`config.mk`:
```
export PLATFORM = sky130hd
export DESIGN_NAME = booth_mult
export DESIGN_NICKNAME = d
export VERILOG_FILES = /design/src/rtl/mult_pkg.sv /design/src/rtl/booth_step.sv /design/src/rtl/booth_mult.sv
export SDC_FILE = /design/constraint.sdc
export NUM_CORES = 1
export LEC_CHECK = 0
export ABC_AREA = 1
export CORE_MARGIN = 5
export CORE_UTILIZATION = 40
export CTS_BUF_LIST = sky130_fd_sc_hd__clkbuf_16
export DETAILED_ROUTE_END_ITERATION = 8
export SLEW_MARGIN = 25
export SYNTH_ARGS = -nofsm -noshare
export SYNTH_HDL_FRONTEND = slang
export SYNTH_SLANG_ARGS = --single-unit
```
`constraint.sdc`:
```
create_clock -name clk -period 11.3 [get_ports clk]
set_clock_uncertainty 0.1 [all_clocks]
set_input_delay 2.26 -clock clk [delete_from_list [all_inputs] [get_ports clk]]
set_output_delay 2.26 -clock clk [all_outputs]
set_load 0.005 [all_outputs]
```
`src/rtl/mult_pkg.sv`:
```
// rtl/mult_pkg.sv - shared constants and types for the booth_mult block
// Holds the default operand width, the iteration counter width, the FSM
// state type and the radix-2 Booth recode constants for {Q[0], q_m1}.
package mult_pkg;

    localparam int WIDTH = 32;
    localparam int CNT_W = $clog2(WIDTH + 1);

    typedef enum logic [0:0] {
        IDLE = 1'b0,
        RUN  = 1'b1
    } mult_state_t;

    localparam logic [1:0] BOOTH_ADD = 2'b01;
    localparam logic [1:0] BOOTH_SUB = 2'b10;

endpackage

```
`src/rtl/booth_step.sv`:
```
// rtl/booth_step.sv - one combinational radix-2 Booth iteration
// Ports:
//   acc_i, q_i, q_m1_i : current {acc, Q, q_m1} (acc is WIDTH+1 bits)
//   m_i                : sign-extended multiplicand (WIDTH+1 bits)
//   acc_o, q_o, q_m1_o : next {acc, Q, q_m1} after add/sub and arithmetic shift
module booth_step
    import mult_pkg::*;
#(
    parameter int WIDTH = mult_pkg::WIDTH
) (
    input  logic [WIDTH:0]   acc_i,
    input  logic [WIDTH-1:0] q_i,
    input  logic             q_m1_i,
    input  logic [WIDTH:0]   m_i,
    output logic [WIDTH:0]   acc_o,
    output logic [WIDTH-1:0] q_o,
    output logic             q_m1_o
);

    logic [WIDTH:0] sum;

    always_comb begin
        sum = acc_i;
        case ({q_i[0], q_m1_i})
            BOOTH_ADD: sum = acc_i + m_i;
            BOOTH_SUB: sum = acc_i - m_i;
            default:   sum = acc_i;
        endcase
    end

    // Arithmetic right shift of {sum, Q, q_m1}: the sign bit of the
    // accumulator is replicated and Q[0] falls into q_m1.
    assign {acc_o, q_o, q_m1_o} = {sum[WIDTH], sum, q_i};

endmodule

```
`src/rtl/booth_mult.sv`:
```
// rtl/booth_mult.sv - sequential signed WIDTHxWIDTH radix-2 Booth multiplier
// Ports:
//   clk, reset        : rising-edge clock, asynchronous active-high reset
//   mult_control      : start request, accepted only while idle
//   a_in, b_in        : signed multiplicand / multiplier, sampled at the start edge
//   hi_out, lo_out    : upper / lower half of the last completed product
//   mult_end          : one-cycle done pulse
//   busy              : operation in progress
// Optional feature macro: BOOTH_MULT_ZERO_SKIP_EN (single-cycle result when
// either operand is zero).
module booth_mult
    import mult_pkg::*;
#(
    parameter int WIDTH = mult_pkg::WIDTH
) (
    input  logic             clk,
    input  logic             reset,
    input  logic             mult_control,
    input  logic [WIDTH-1:0] a_in,
    input  logic [WIDTH-1:0] b_in,
    output logic [WIDTH-1:0] hi_out,
    output logic [WIDTH-1:0] lo_out,
    output logic             mult_end,
    output logic             busy
);

    localparam int CNT_LW = $clog2(WIDTH + 1);

    mult_state_t        state_q, state_d;
    logic [CNT_LW-1:0]  cnt_q, cnt_d;
    logic [WIDTH:0]     m_q, m_d;
    logic [WIDTH:0]     acc_q, acc_d;
    logic [WIDTH-1:0]   qr_q, qr_d;
    logic               qm1_q, qm1_d;
    logic [WIDTH-1:0]   hi_q, hi_d;
    logic [WIDTH-1:0]   lo_q, lo_d;
    logic               end_q, end_d;

    logic [WIDTH:0]     step_acc;
    logic [WIDTH-1:0]   step_qr;
    logic               step_qm1;

    booth_step #(.WIDTH(WIDTH)) u_step (
        .acc_i  (acc_q),
        .q_i    (qr_q),
        .q_m1_i (qm1_q),
        .m_i    (m_q),
        .acc_o  (step_acc),
        .q_o    (step_qr),
        .q_m1_o (step_qm1)
    );

    always_comb begin
        state_d = state_q;
        cnt_d   = cnt_q;
        m_d     = m_q;
        acc_d   = acc_q;
        qr_d    = qr_q;
        qm1_d   = qm1_q;
        hi_d    = hi_q;
        lo_d    = lo_q;
        end_d   = 1'b0;

        case (state_q)
            IDLE: begin
                if (mult_control) begin
`ifdef BOOTH_MULT_ZERO_SKIP_EN
                    if ((a_in == '0) || (b_in == '0)) begin
                        hi_d  = '0;
                        lo_d  = '0;
                        end_d = 1'b1;
                    end else begin
                        m_d     = {a_in[WIDTH-1], a_in};
                        acc_d   = '0;
                        qr_d    = b_in;
                        qm1_d   = 1'b0;
                        cnt_d   = '0;
                        state_d = RUN;
                    end
`else
                    m_d     = {a_in[WIDTH-1], a_in};
                    acc_d   = '0;
                    qr_d    = b_in;
                    qm1_d   = 1'b0;
                    cnt_d   = '0;
                    state_d = RUN;
`endif
                end
            end
            RUN: begin
                acc_d = step_acc;
                qr_d  = step_qr;
                qm1_d = step_qm1;
                cnt_d = cnt_q + CNT_LW'(1);
                // This edge performs the final step, so publish the
                // post-shift value straight from the step logic.
                if (cnt_q == CNT_LW'(WIDTH - 1)) begin
                    hi_d    = step_acc[WIDTH-1:0];
                    lo_d    = step_qr;
                    end_d   = 1'b1;
                    state_d = IDLE;
                end
            end
            default: state_d = IDLE;
        endcase
    end

    always_ff @(posedge clk or posedge reset) begin
        if (reset) begin
            state_q <= IDLE;
            cnt_q   <= '0;
            m_q     <= '0;
            acc_q   <= '0;
            qr_q    <= '0;
            qm1_q   <= 1'b0;
            hi_q    <= '0;
            lo_q    <= '0;
            end_q   <= 1'b0;
        end else begin
            state_q <= state_d;
            cnt_q   <= cnt_d;
            m_q     <= m_d;
            acc_q   <= acc_d;
            qr_q    <= qr_d;
            qm1_q   <= qm1_d;
            hi_q    <= hi_d;
            lo_q    <= lo_d;
            end_q   <= end_d;
        end
    end

    assign hi_out   = hi_q;
    assign lo_out   = lo_q;
    assign mult_end = end_q;
    assign busy     = (state_q == RUN);

endmodule
```
---- After elaboration in Yosys (flattened, before gate mapping) ----
Index checks and enable logic that the tools add are counted.
storage, ports and cells
  register bits after elaboration ......... 170
  input bits .............................. 67
  output and inout bits ................... 66
  word-level logic and storage cells ...... 33
operators by class
  add/subtract/negate cells ............... 3
  eq/ne operators ......................... 4
  muxes and demuxes ....................... 14
  bitwise logic cells ..................... 1
  reductions and logical operators ........ 2
operators by type and width
  operator                                                               count
  33-bit one-hot mux with 2 select lines                                 2
  32-bit one-hot mux with 2 select lines                                 1
  33-bit adder                                                           1
  33-bit two-way mux                                                     1
  33-bit subtractor                                                      1
  32-bit two-way mux                                                     1
  6-bit one-hot mux with 2 select lines                                  1
  6-bit by 1-bit adder with 6-bit output, second input constant          1
  6-bit by 5-bit equality test with 1-bit output, second input constant  1
  6-bit two-way mux                                                      1
  1-bit two-way mux                                                      5
  1-bit one-hot mux with 2 select lines                                  2
  2-bit AND reduction                                                    2
  2-bit by 1-bit equality test with 1-bit output, second input constant  1
  2-bit equality test, second input constant                             1
  2-bit != test, second input constant                                   1
  1-bit inverter                                                         1

---- Longest topological paths before layout ----
Gate-level depths: netlist of run 1.
  depth in word-level cells ............... 3
  mapped depth ............................ 25

---- Hierarchy ----
A second synthesis of run 1 with hierarchy kept.
unflattened totals
  cells, all modules ...................... 1530
  area total of the unflattened synthesis .. 10836.6 µm²
by module, submodules not included
  module      instances  cells an instance  area each (µm²)
  booth_mult  1          708                6734.0
  booth_step  1          822                4102.7

---- Worst setup path after synthesis of run 1 ----
OpenSTA, ideal clock, no wires.
  path type ............................... input to register
  start ................................... in mult_control
  end ..................................... reg qr_q[12]
  library setup time ...................... 0.087 ns
  data arrival time ....................... 2.933 ns
  path slack .............................. 8.180 ns
  cell stages on the path ................. 4
  cells stage by stage .................... nor2_1 -> inv_2 -> buf_1 -> o211ai_1
on the way
  cells in the longest elaborated chain, start to end .. 1
RTL lines
  element                  line               source
  start: declaration       booth_mult.sv:18   input logic mult_control,
  2-bit != test (no line)  -
  end signal: assignment   booth_mult.sv:124  qr_q <= qr_d;
  end: declaration         booth_mult.sv:33   logic [WIDTH-1:0] qr_q, qr_d;
No other way between the ends.
A chain may end at the register's enable or synchronous reset.

---- Worst setup path after layout of run 1 ----
  start ................................... reg qm1_q
  end ..................................... reg hi_q[29] (netlist: hi_out[29])
on the way
  cells in the longest elaborated chain, start to end .. 2
  elaborated cells on any way between the ends .. 3
RTL lines
  element                                                                                line               source
  start: declaration                                                                     booth_mult.sv:34   logic qm1_q, qm1_d;
  start signal: assignment                                                               booth_mult.sv:125  qm1_q <= qm1_d;
  2-bit equality test or 2-bit by 1-bit equality test with 1-bit output (tied branches)  booth_step.sv:24   case ({q_i[0], q_m1_i})
  33-bit one-hot mux with 2 select lines (*)                                             booth_step.sv:24
  end signal: assignment                                                                 booth_mult.sv:126  hi_q <= hi_d;
  end: declaration                                                                       booth_mult.sv:35   logic [WIDTH-1:0] hi_q, hi_d;
Every way passes the cells marked *; elsewhere a longest branch is shown, timed or not.

==> results by group, run 1 <==
Floorplan
  – Die boundary height: 166 um
  – Initial core utilization: 0.404
  – Standard-cell rows: 57
  – Number of top-level design ports: 133
  – Core area: about 0.024 mm^2
  – Die area: between 0.02 and 0.03 mm^2
  – Die boundary width: between 150 and 200 um

Timing
  – Clock period minus final worst setup slack: roughly 4.2 ns
  – Maximum clock rate: 0.240 GHz
  – Final number of setup-violating endpoints: 0
  – Count of final max-slew check failures: 0
  – Total count of hold-check failures in the final report: 0
  – Total Negative Setup Slacks: 0 ns
  – Setup repair after global routing missed its margin: no
  – Remaining max-slew budget at the tightest pin: 0.411
  – Slew at the pin closest to its max-slew limit: roughly 0.88 ns
  – Share of the clock period used by the worst path after layout: 0.368

Final layout
  – Area growth from synthesis to final layout: 23.0%
  – Number of inserted diodes: 0
  – Number of standard cells in the final layout excluding fillers: between 1500 and 2000
  – Layout net count: ~1600
  – Commonest cells after routing, fill and taps aside: nand2_1 (515), dfrtp_1 (169), inv_1 (136)
  – Proportion of layout cells with a drive suffix above 1: 0.0517
  – Most common library cell in the layout ignoring fill and taps: nand2_1

Global route
  – Met3 demand-to-capacity share in global routing: 0.0255
  – Antenna violations before repair: 0
  – Global-route wire length before repair: between 40000 and 50000 um
  – Number of global-route vias before repair: 8637
  – Global routing usage on met2: 0.307
  – Overall track demand over capacity in global routing: 0.201
  – Peak-usage layer in the global routing report: met2
  – Pin count of the biggest net entering global routing: 100
  – Total congestion overflow: 0
  – Met1 routing resource usage after global routing: 0.304

Clock tree
  – Clock buffer depth: 2
  – # resized after CTS: 0
  – Number of buffers inserted to repair setup after CTS: 0
  – Clock transition at the registers of the reported paths: around 0.08 ns
  – Hold-fix buffers, CTS: 0
  – TritonCTS Buffers: 17
  – Sink Count: around 170
  – CTS Root Cell: clkbuf_16
  – CTS tree: done
  – Worst-skew pair later-pin latency: between 0.4 and 0.5 ns
  – CTS H-Tree Depth: 4

Drt
  – Vias per cell: 4.93
  – Antenna Nets Post-Route: 0
  – Total wirelength of the detailed-routed design: 27600 um
  – Routed len/inst: ~15 um
  – Initial DRT Pass Iterations: 5
  – # DRC: 0
  – First DRT Iteration DRCs: about 640
  – Total via count in the routed design: between 8000 and 9000

Synth
  – Synth Instances: about 1300
  – Share of synthesized flip-flops with an asynchronous set or reset: 1.00
  – Synth top area share: 0.433
  – Count of different cell masters after synthesis: 43
  – Post-synthesis cell area: roughly 0.0098 mm^2
  – Complex-gate fraction of the synthesized area: 0.112
  – Cell accounting for the most synthesized area: dfrtp_1
  – Post-synthesis area per instance: about 7.3 um^2
  – Largest family of logic cells by synthesized area: simple AND/OR/NAND/NOR gates
  – Leading register cell type out of synthesis: dfrtp_1
  – Post-synthesis share of cell area spent on and, or, nand and nor gates: 0.298
  – Fraction of synthesized cell area in xor and xnor cells: 0.0314
  – Sequential cell area fraction in the yosys report: 0.433
  – Syn_nets: around 1400
  – Top cells by area, synth: dfrtp_1 (43%), nand2_1 (20%), inv_1 (5.3%)
  – Number of synthesized flops with an enable pin: 0
  – Number of register bits inferred by synthesis: about 170
  – Synth Warn #: 0
  – Adder-Cell Fraction of Synth Area: 0.0469
  – Share of cell area taken by muxes after synthesis: 0.00307

Placement
  – Sum of net half-perimeters after detailed placement: approximately 20000 um
  – Cell count after placement: 1761
  – Count of input and output buffers: roughly 130
  – Final RePlAce weighted congestion: ~1

Worst setup path
  – Type of origin of the critical path: flop
  – Critical Path Fanout Max: 21
  – Chain of cells forming the critical path: inv_1 > ha_1 > inv_1 > nand2_1 > nand2_2 > xor2_1 > ha_1 > nand2_1 > nand2_1 > o21bai_1 > a21oi_1 > nor2_1 > nor2_1 > nand2_1 > nand2_1 > nand3_1 > nand3_1 > nand2_1
  – Worst Path Arrival: about 4.4 ns
  – Worst setup path category: flop to flop
  – Delay of the slowest cell on the worst path: 0.64 ns
  – Setup crit end kind: flop
  – Slowest stage cell on the critical path: ha_1
  – Required time of the critical path: roughly 12 ns
  – Cell occurring most often along the worst timing path: nand2_1

Job
  – Max Cap Viol: 0

Hold path
  – Classification of the worst-slack hold path: flop to flop

Outcome
  – Outcome: finished, final reports clean
kinds of logic after synthesis:
group | Yosys count
AOI/OAI and AO/OA | 186
xor gates and xnor gates | 35
adders and majority gates | 36
buffers and inverters | 197
DFF | 169
muxes | 3
and+or+nand+nor | 717
routing by layer:
metal | wire (um) | vias up
met3 | 1200 | 26
li1 | - | 4519
met1 | 13800 | 4090
met5 | 0 | -
met4 | 402 | 0
met2 | 12100 | 212
through the flow:
step	hold WS, ns	cell area [um^2]	utilization	setup WS, ns
after floorplan	0.359	9770	-	4.36
after global placement	0.355	11400	0.471	6.75
after detailed placement	0.358	11400	0.471	6.72
after CTS	0.376	12000	0.496	7.20
after global routing	0.405	12000	0.497	6.88
final	0.377	12000	0.497	7.14
critical path: cells and delay by family (launching register included):
kind / cells / cell delay, ns
AOI/OAI and AO/OA: 2 / 0.54
buffers and inverters: 2 / 0.56
and+or+nand+nor: 11 / 1.12
xor gates and xnor gates: 1 / 0.35
adders and majority gates: 2 / 1.00
DFF: 1 / 0.36
cell type report:
cell class / instances / area (um^2)
Timing Repair Buffer: 141 / 1410
Tap cell: 324 / 405
Sequential cell: 169 / 4230
Fill cell: 2440 / 12200
Clock buffer: 17 / 425
Inverter: 151 / 572
Multi-Input combinational cell: 977 / 4800
Clock inverter: 15 / 178
flip-flops by register name, summed over array words and instances, names as in the netlist:
| signal | count |
|---|---|
| acc_q | 32 |
| busy | 1 |
| cnt_q | 6 |
| hi_out | 32 |
| lo_out | 32 |
| m_q | 32 |
| mult_end | 1 |
| qm1_q | 1 |
| qr_q | 32 |
worst paths after layout:
check / startpoint / end / slack [ns] / cells past startpoint
worst max-delay path: qm1_q$_DFFE_PP0P_ / hi_out[29]$_DFFE_PP0P_ / 7.14 / 18
worst min-delay path: hi_out[23]$_DFFE_PP0P_ / hi_out[23]$_DFFE_PP0P_ / 0.38 / 2
worst max register to register: qm1_q$_DFFE_PP0P_ / hi_out[29]$_DFFE_PP0P_ / 7.14 / 18
worst min register to register: hi_out[23]$_DFFE_PP0P_ / hi_out[23]$_DFFE_PP0P_ / 0.38 / 2
max in group asynchronous: reset / acc_q[27]$_DFFE_PP0P_ / 7.56 / 4
min in group asynchronous: reset / lo_out[6]$_DFFE_PP0P_ / 2.28 / 2
cells in the mapped netlist (4+ instances only):
library cell / n
a21oi_1: 36
a22oi_1: 6
a31oi_1: 4
buf_1: 8
buf_2: 5
clkbuf_1: 33
dfrtp_1: 169
ha_1: 35
inv_1: 137
inv_2: 14
nand2_1: 515
nand3_1: 69
nand3b_1: 4
nand4_1: 7
nor2_1: 95
nor2_2: 4
nor3_1: 5
nor4_1: 4
o211ai_1: 8
o21ai_0: 49
o21ai_1: 46
o21bai_1: 7
o221ai_1: 18
or2_2: 6
xnor2_1: 13
xor2_1: 22
Power of run 1 is left out: the tool's default activity adds up to more than one toggle a clock period on the data nets, which glitch-free logic cannot reach.
==> inputs of run 2 (changes only) <==
Clock period 11.3 ns to 4.3 ns, I/O delays scaled along.
==> results by group, run 2 (synthesis gave the netlist of run 1 again) <==
Timing
  – Setup repair after global routing missed its margin: no (unchanged)
  – Remaining max-slew budget at the tightest pin: 0.391 (was 0.411)
  – Total count of hold-check failures in the final report: 0 (unchanged)
  – Final number of setup-violating endpoints: 0 (unchanged)
  – Share of the clock period used by the worst path after layout: 0.831 (was 0.368)
  – Maximum clock rate: 0.280 GHz (was 0.240 GHz)
  – Clock period minus final worst setup slack: 3.57 ns (was 4.16 ns)
  – Total Negative Setup Slacks: 0 ns (unchanged)
  – Post-Route Hold Slack: 0.373 ns (was 0.377 ns)
  – Count of final max-slew check failures: 0 (unchanged)
  – Slew at the pin closest to its max-slew limit: 0.908 ns (was 0.883 ns)

Outcome
  – Outcome: finished, final reports clean (unchanged)

Floorplan
  – Die area: 0.0276 mm^2 (unchanged)
  – Die boundary width: 166 um (unchanged)
  – Core area: 0.0242 mm^2 (unchanged)
  – Die boundary height: 166 um (unchanged)
  – Initial core utilization: 0.404 (unchanged)
  – Standard-cell rows: 57 (unchanged)
  – Number of top-level design ports: 133 (unchanged)

Clock tree
  – Number of buffers inserted to repair setup after CTS: 0 (unchanged)
  – Hold-fix buffers, CTS: 0 (unchanged)
  – Worst-skew pair later-pin latency: 0.44 ns (about the same)
  – # resized after CTS: 0 (unchanged)
  – Clock buffer depth: 2 (unchanged)
  – CTS H-Tree Depth: 4 (unchanged)
  – Clock transition at the registers of the reported paths: 0.09 ns (was 0.08 ns)
  – CTS tree: done (unchanged)
  – CTS Root Cell: clkbuf_16 (unchanged)
  – TritonCTS Buffers: 17 (unchanged)
  – Sink Count: 169 (unchanged)

Global route
  – Overall track demand over capacity in global routing: 0.206 (was 0.201)
  – Total congestion overflow: 0 (unchanged)
  – Pin count of the biggest net entering global routing: 58 (was 100)
  – Antenna violations before repair: 0 (unchanged)
  – Global-route wire length before repair: 46600 um (was 45600 um)
  – Number of global-route vias before repair: 8766 (was 8637)

Drt
  – Initial DRT Pass Iterations: 5 (unchanged)
  – # DRC: 0 (unchanged)
  – Total wirelength of the detailed-routed design: 28300 um (was 27600 um)
  – Total via count in the routed design: 8885 (was 8847)
  – Vias per cell: 4.94 (was 4.93)
  – Routed len/inst: 15.7 um (was 15.4 um)
  – First DRT Iteration DRCs: 747 (was 635)
  – Antenna Nets Post-Route: 0 (unchanged)

Placement
  – Sum of net half-perimeters after detailed placement: 21100 um (was 19900 um)
  – Count of input and output buffers: 132 (unchanged)
  – Final RePlAce weighted congestion: 0.965 (was 0.971)

Final layout
  – Layout net count: 1565 (was 1560)
  – Commonest cells after routing, fill and taps aside: nand2_1 (515), dfrtp_1 (169), inv_1 (135) (was nand2_1 (515), dfrtp_1 (169), inv_1 (136))
  – Number of inserted diodes: 0 (unchanged)
  – Area growth from synthesis to final layout: 24.4% (was 23.0%)
  – Proportion of layout cells with a drive suffix above 1: 0.0549 (was 0.0517)
  – Most common library cell in the layout ignoring fill and taps: nand2_1 (unchanged)

Worst setup path
  – Type of origin of the critical path: flop (unchanged)
  – Worst Path Arrival: 3.80 ns (was 4.38 ns)
  – Critical Path Fanout Max: 5 (was 21)
  – Required time of the critical path: 4.53 ns (was 11.52 ns)
  – Setup crit end kind: flop (unchanged)
  – Worst setup path category: flop to flop (unchanged)

Job
  – Max Cap Viol: 0 (unchanged)

Hold path
  – Classification of the worst-slack hold path: flop to flop (unchanged)
[run 2: changes by cell type in the layout (fill, tap and decap cells not counted), moves of 2 or more]
cell,previous run,this run
inv_8,2,4
inv_6,5,0
buf_12,0,6
inv_12,0,4
[run 2: stage by stage]
step	area [um^2]	setup slack (ns)	util	cells
final	12200	0.727	0.503	1799
after global routing	12200	0.386	0.503	1799
after CTS	12100	0.696	0.502	1798
after detailed placement	11500	0.728	0.475	1766
after global placement	11500	0.822	0.475	1766
after floorplan	9770	1.19	-	1343
[run 2: metal layers]
layer / wire (um) / vias to the layer above / global-route usage / share of wire
li1: - / 4531 / - / -
met1: 14000 / 4166 / 0.306 / 0.49
met2: 13000 / 173 / 0.328 / 0.46
met3: 1110 / 15 / 0.0286 / 0.039
met4: 238 / 0 / 0.0334 / 0.0084
met5: 0 / - / 0 / 0
[run 2: worst paths after layout]
path	end	depth (start not counted)	startpoint	slack [ns]
max	hi_out[23]$_DFFE_PP0P_	19	m_q[2]$_DFFE_PP0P_	0.73
min	lo_out[30]$_DFFE_PP0P_	2	lo_out[30]$_DFFE_PP0P_	0.37
max reg2reg	hi_out[23]$_DFFE_PP0P_	19	m_q[2]$_DFFE_PP0P_	0.73
min reg2reg	lo_out[30]$_DFFE_PP0P_	2	lo_out[30]$_DFFE_PP0P_	0.37
max in group asynchronous	m_q[15]$_DFFE_PP0P_	3	reset	2.87
min in group asynchronous	lo_out[6]$_DFFE_PP0P_	2	reset	0.64
[run 2: worst max-delay path: stages (launching register included)]
cell and delay (ns):
dfrtp_1 0.39, inv_1 0.10, nand3_1 0.14, nor3_4 0.24, inv_2 0.06, nor4_1 0.31, a21oi_1 0.14, xor2_1 0.23
inv_1 0.10, ha_1 0.36, a21oi_1 0.28, nand2_1 0.10, a21oi_1 0.18, a21oi_1 0.14, nor2_1 0.22, nand2_1 0.08
nand3_1 0.10, nand2_1 0.08, nand2_1 0.06, nand2_1 0.05
[run 2: area by class of cell]
class	count	area, um^2
Fill cell	2395	12000
Multi-Input combinational cell	977	4800
Sequential cell	169	4230
Timing Repair Buffer	146	1500
Inverter	151	571
Clock buffer	17	425
Tap cell	324	405
Clock inverter	15	220
Power of run 2 is left out for the same reason.
==> inputs of run 3 (changes only) <==
Clock period 4.3 ns to 3.4 ns, I/O delays scaled along.
==> results by group, run 3 (synthesis gave the netlist of run 1 again) <==
Worst setup path
  – Chain of cells forming the critical path: nor2_2 > nand2_2 > nor4_4 > nand4_4 > nor2_4 > nand2_1 > nand2_1 > xor2_1 > inv_2 > ha_4 > nand2_4 > nor2_4 > inv_2 > nor4_1 > nand2_1 > nand4_1 > nand3_1 > nand3_1 > nand2_1 (was inv_1 > nand3_1 > nor3_4 > inv_2 > nor4_1 > a21oi_1 > xor2_1 > inv_1 > ha_1 > a21oi_1 > nand2_1 > a21oi_1 > a21oi_1 > nor2_1 > nand2_1 > nand3_1 > nand2_1 > nand2_1 > nand2_1)
  – Required time of the critical path: 3.63 ns (was 4.53 ns)
  – Cell occurring most often along the worst timing path: nand2_1 (unchanged)
  – Worst setup path category: flop to flop (unchanged)
  – Setup crit end kind: flop (unchanged)
  – Slowest stage cell on the critical path: dfrtp_1 (unchanged)
  – Worst Path Arrival: 3.47 ns (was 3.80 ns)
  – Critical Path Fanout Max: 5 (unchanged)
  – Type of origin of the critical path: flop (unchanged)
  – Delay of the slowest cell on the worst path: 0.44 ns (was 0.39 ns)

Timing
  – Slew at the pin closest to its max-slew limit: 0.730 ns (was 0.908 ns)
  – Total Negative Setup Slacks: 0 ns (unchanged)
  – Clock period minus final worst setup slack: 3.24 ns (was 3.57 ns)
  – Maximum clock rate: 0.308 GHz (was 0.280 GHz)
  – Setup repair after global routing missed its margin: yes (was no)
  – Share of the clock period used by the worst path after layout: 0.953 (was 0.831)
  – Remaining max-slew budget at the tightest pin: 0.512 (was 0.391)
  – Final number of setup-violating endpoints: 0 (unchanged)
  – Count of final max-slew check failures: 0 (unchanged)
  – Total count of hold-check failures in the final report: 0 (unchanged)

Global route
  – Global-route wire length before repair: 47100 um (was 46600 um)
  – Antenna violations before repair: 0 (unchanged)
  – Pin count of the biggest net entering global routing: 49 (was 58)
  – Number of global-route vias before repair: 8905 (was 8766)
  – Overall track demand over capacity in global routing: 0.207 (was 0.206)
  – Total congestion overflow: 0 (unchanged)

Final layout
  – Layout net count: 1596 (was 1565)
  – Commonest cells after routing, fill and taps aside: nand2_1 (488), dfrtp_1 (168), clkdlybuf4s50_1 (132) (was nand2_1 (515), dfrtp_1 (169), inv_1 (135))
  – Filler instances: 2350 (was 2395)
  – Area growth from synthesis to final layout: 33.1% (was 24.4%)
  – Number of inserted diodes: 0 (unchanged)
  – Proportion of layout cells with a drive suffix above 1: 0.149 (was 0.0549)
  – Final core utilization: 0.538 (was 0.503)
  – Most common library cell in the layout ignoring fill and taps: nand2_1 (unchanged)
  – Number of standard cells in the final layout excluding fillers: 1830 (was 1799)
  – Cell area after layout: 0.0130 mm^2 (was 0.0122 mm^2)

Job
  – Max Cap Viol: 0 (unchanged)

Drt
  – Initial DRT Pass Iterations: 5 (unchanged)
  – Total via count in the routed design: 9099 (was 8885)
  – Routed len/inst: 16.0 um (was 15.7 um)
  – Antenna Nets Post-Route: 0 (unchanged)
  – Total wirelength of the detailed-routed design: 29300 um (was 28300 um)
  – First DRT Iteration DRCs: 538 (was 747)
  – # DRC: 0 (unchanged)
  – Vias per cell: 4.97 (was 4.94)

Floorplan
  – Die area: 0.0276 mm^2 (unchanged)
  – Core area: 0.0242 mm^2 (unchanged)
  – Number of top-level design ports: 133 (unchanged)
  – Die boundary height: 166 um (unchanged)
  – Standard-cell rows: 57 (unchanged)
  – Initial core utilization: 0.404 (unchanged)
  – Die boundary width: 166 um (unchanged)

Clock tree
  – TritonCTS Buffers: 17 (unchanged)
  – Clock transition at the registers of the reported paths: 0.08 ns (was 0.09 ns)
  – CTS Root Cell: clkbuf_16 (unchanged)
  – Sink Count: 169 (unchanged)
  – Clock buffer depth: 2 (unchanged)
  – CTS H-Tree Depth: 4 (unchanged)
  – CTS tree: done (unchanged)
  – Worst-skew pair later-pin latency: 0.45 ns (was 0.44 ns)

Placement
  – Cell count after placement: 1788 (was 1766)
  – Final RePlAce weighted congestion: 0.951 (was 0.965)
  – Cell area after placement: 0.0117 mm^2 (was 0.0115 mm^2)
  – Sum of net half-perimeters after detailed placement: 21300 um (was 21100 um)
  – Count of input and output buffers: 132 (unchanged)

Outcome
  – Outcome: finished, final reports clean (unchanged)

Hold path
  – Classification of the worst-slack hold path: flop to flop (unchanged)
==> run 3: cell types whose count changed in the layout (fill, tap and decap cells not counted), sizes merged <==
cell,delta
buf,+31
clkinv,-4
inv,+4
==> run 3: metrics by stage <==
stage | hold slack (ns) | setup slack (ns)
2_1_floorplan | 0.359 | 0.465
3_3_place_gp | 0.355 | 0.0126
3_5_place_dp | 0.362 | -0.0338
4_1_cts | 0.384 | -0.0186
5_1_grt | 0.398 | -0.0734
6_report | 0.379 | 0.158
==> run 3: final cells by class <==
class	instances	area (um^2)	share of cell area
Timing Repair Buffer	177	1750	0.134
Multi-Input combinational cell	977	5390	0.415
Clock inverter	15	235	0.0181
Clock buffer	17	425	0.0327
Tap cell	324	405	0.0312
Sequential cell	169	4230	0.325
Inverter	151	571	0.0439
==> run 3: worst paths after layout <==
check                                        from                endpoint  slack (ns)  cells past startpoint
max                           m_q[10]$_DFFE_PP0P_  hi_out[25]$_DFFE_PP0P_        0.16                     19
min                        hi_out[17]$_DFFE_PP0P_  hi_out[17]$_DFFE_PP0P_        0.38                      2
max reg2reg                   m_q[10]$_DFFE_PP0P_  hi_out[25]$_DFFE_PP0P_        0.16                     19
min reg2reg                hi_out[17]$_DFFE_PP0P_  hi_out[17]$_DFFE_PP0P_        0.38                      2
max in group asynchronous                   reset     m_q[12]$_DFFE_PP0P_        1.90                      3
min in group asynchronous                   reset  lo_out[13]$_DFFE_PP0P_        0.60                      2
==> run 3: repair_timing <==
item | in CTS | in global routing
endpoints found under the setup margin | 12 | 46
pin swaps | 0 | 28
buffers inserted | 0 | 10
hold buffers | 0 | 0
gates resized for setup | 2 | 141
==> run 3: worst max-delay path: cells and delay by family (launching register included) <==
family / cells / cell delay, ns
XOR/XNOR: 1 / 0.17
adder cells (fa/ha/maj): 1 / 0.33
buffers and inverters: 2 / 0.15
flip-flops: 1 / 0.44
AND/OR/NAND/NOR: 15 / 1.93
==> run 3: per-layer routing <==
| metal | share of wire | track usage |
|---|---|---|
| met5 | 0 | 0 |
| met2 | 0.46 | 0.326 |
| met1 | 0.49 | 0.303 |
| met4 | 0.014 | 0.0509 |
| met3 | 0.036 | 0.0302 |
Power of run 3 is left out for the same reason.
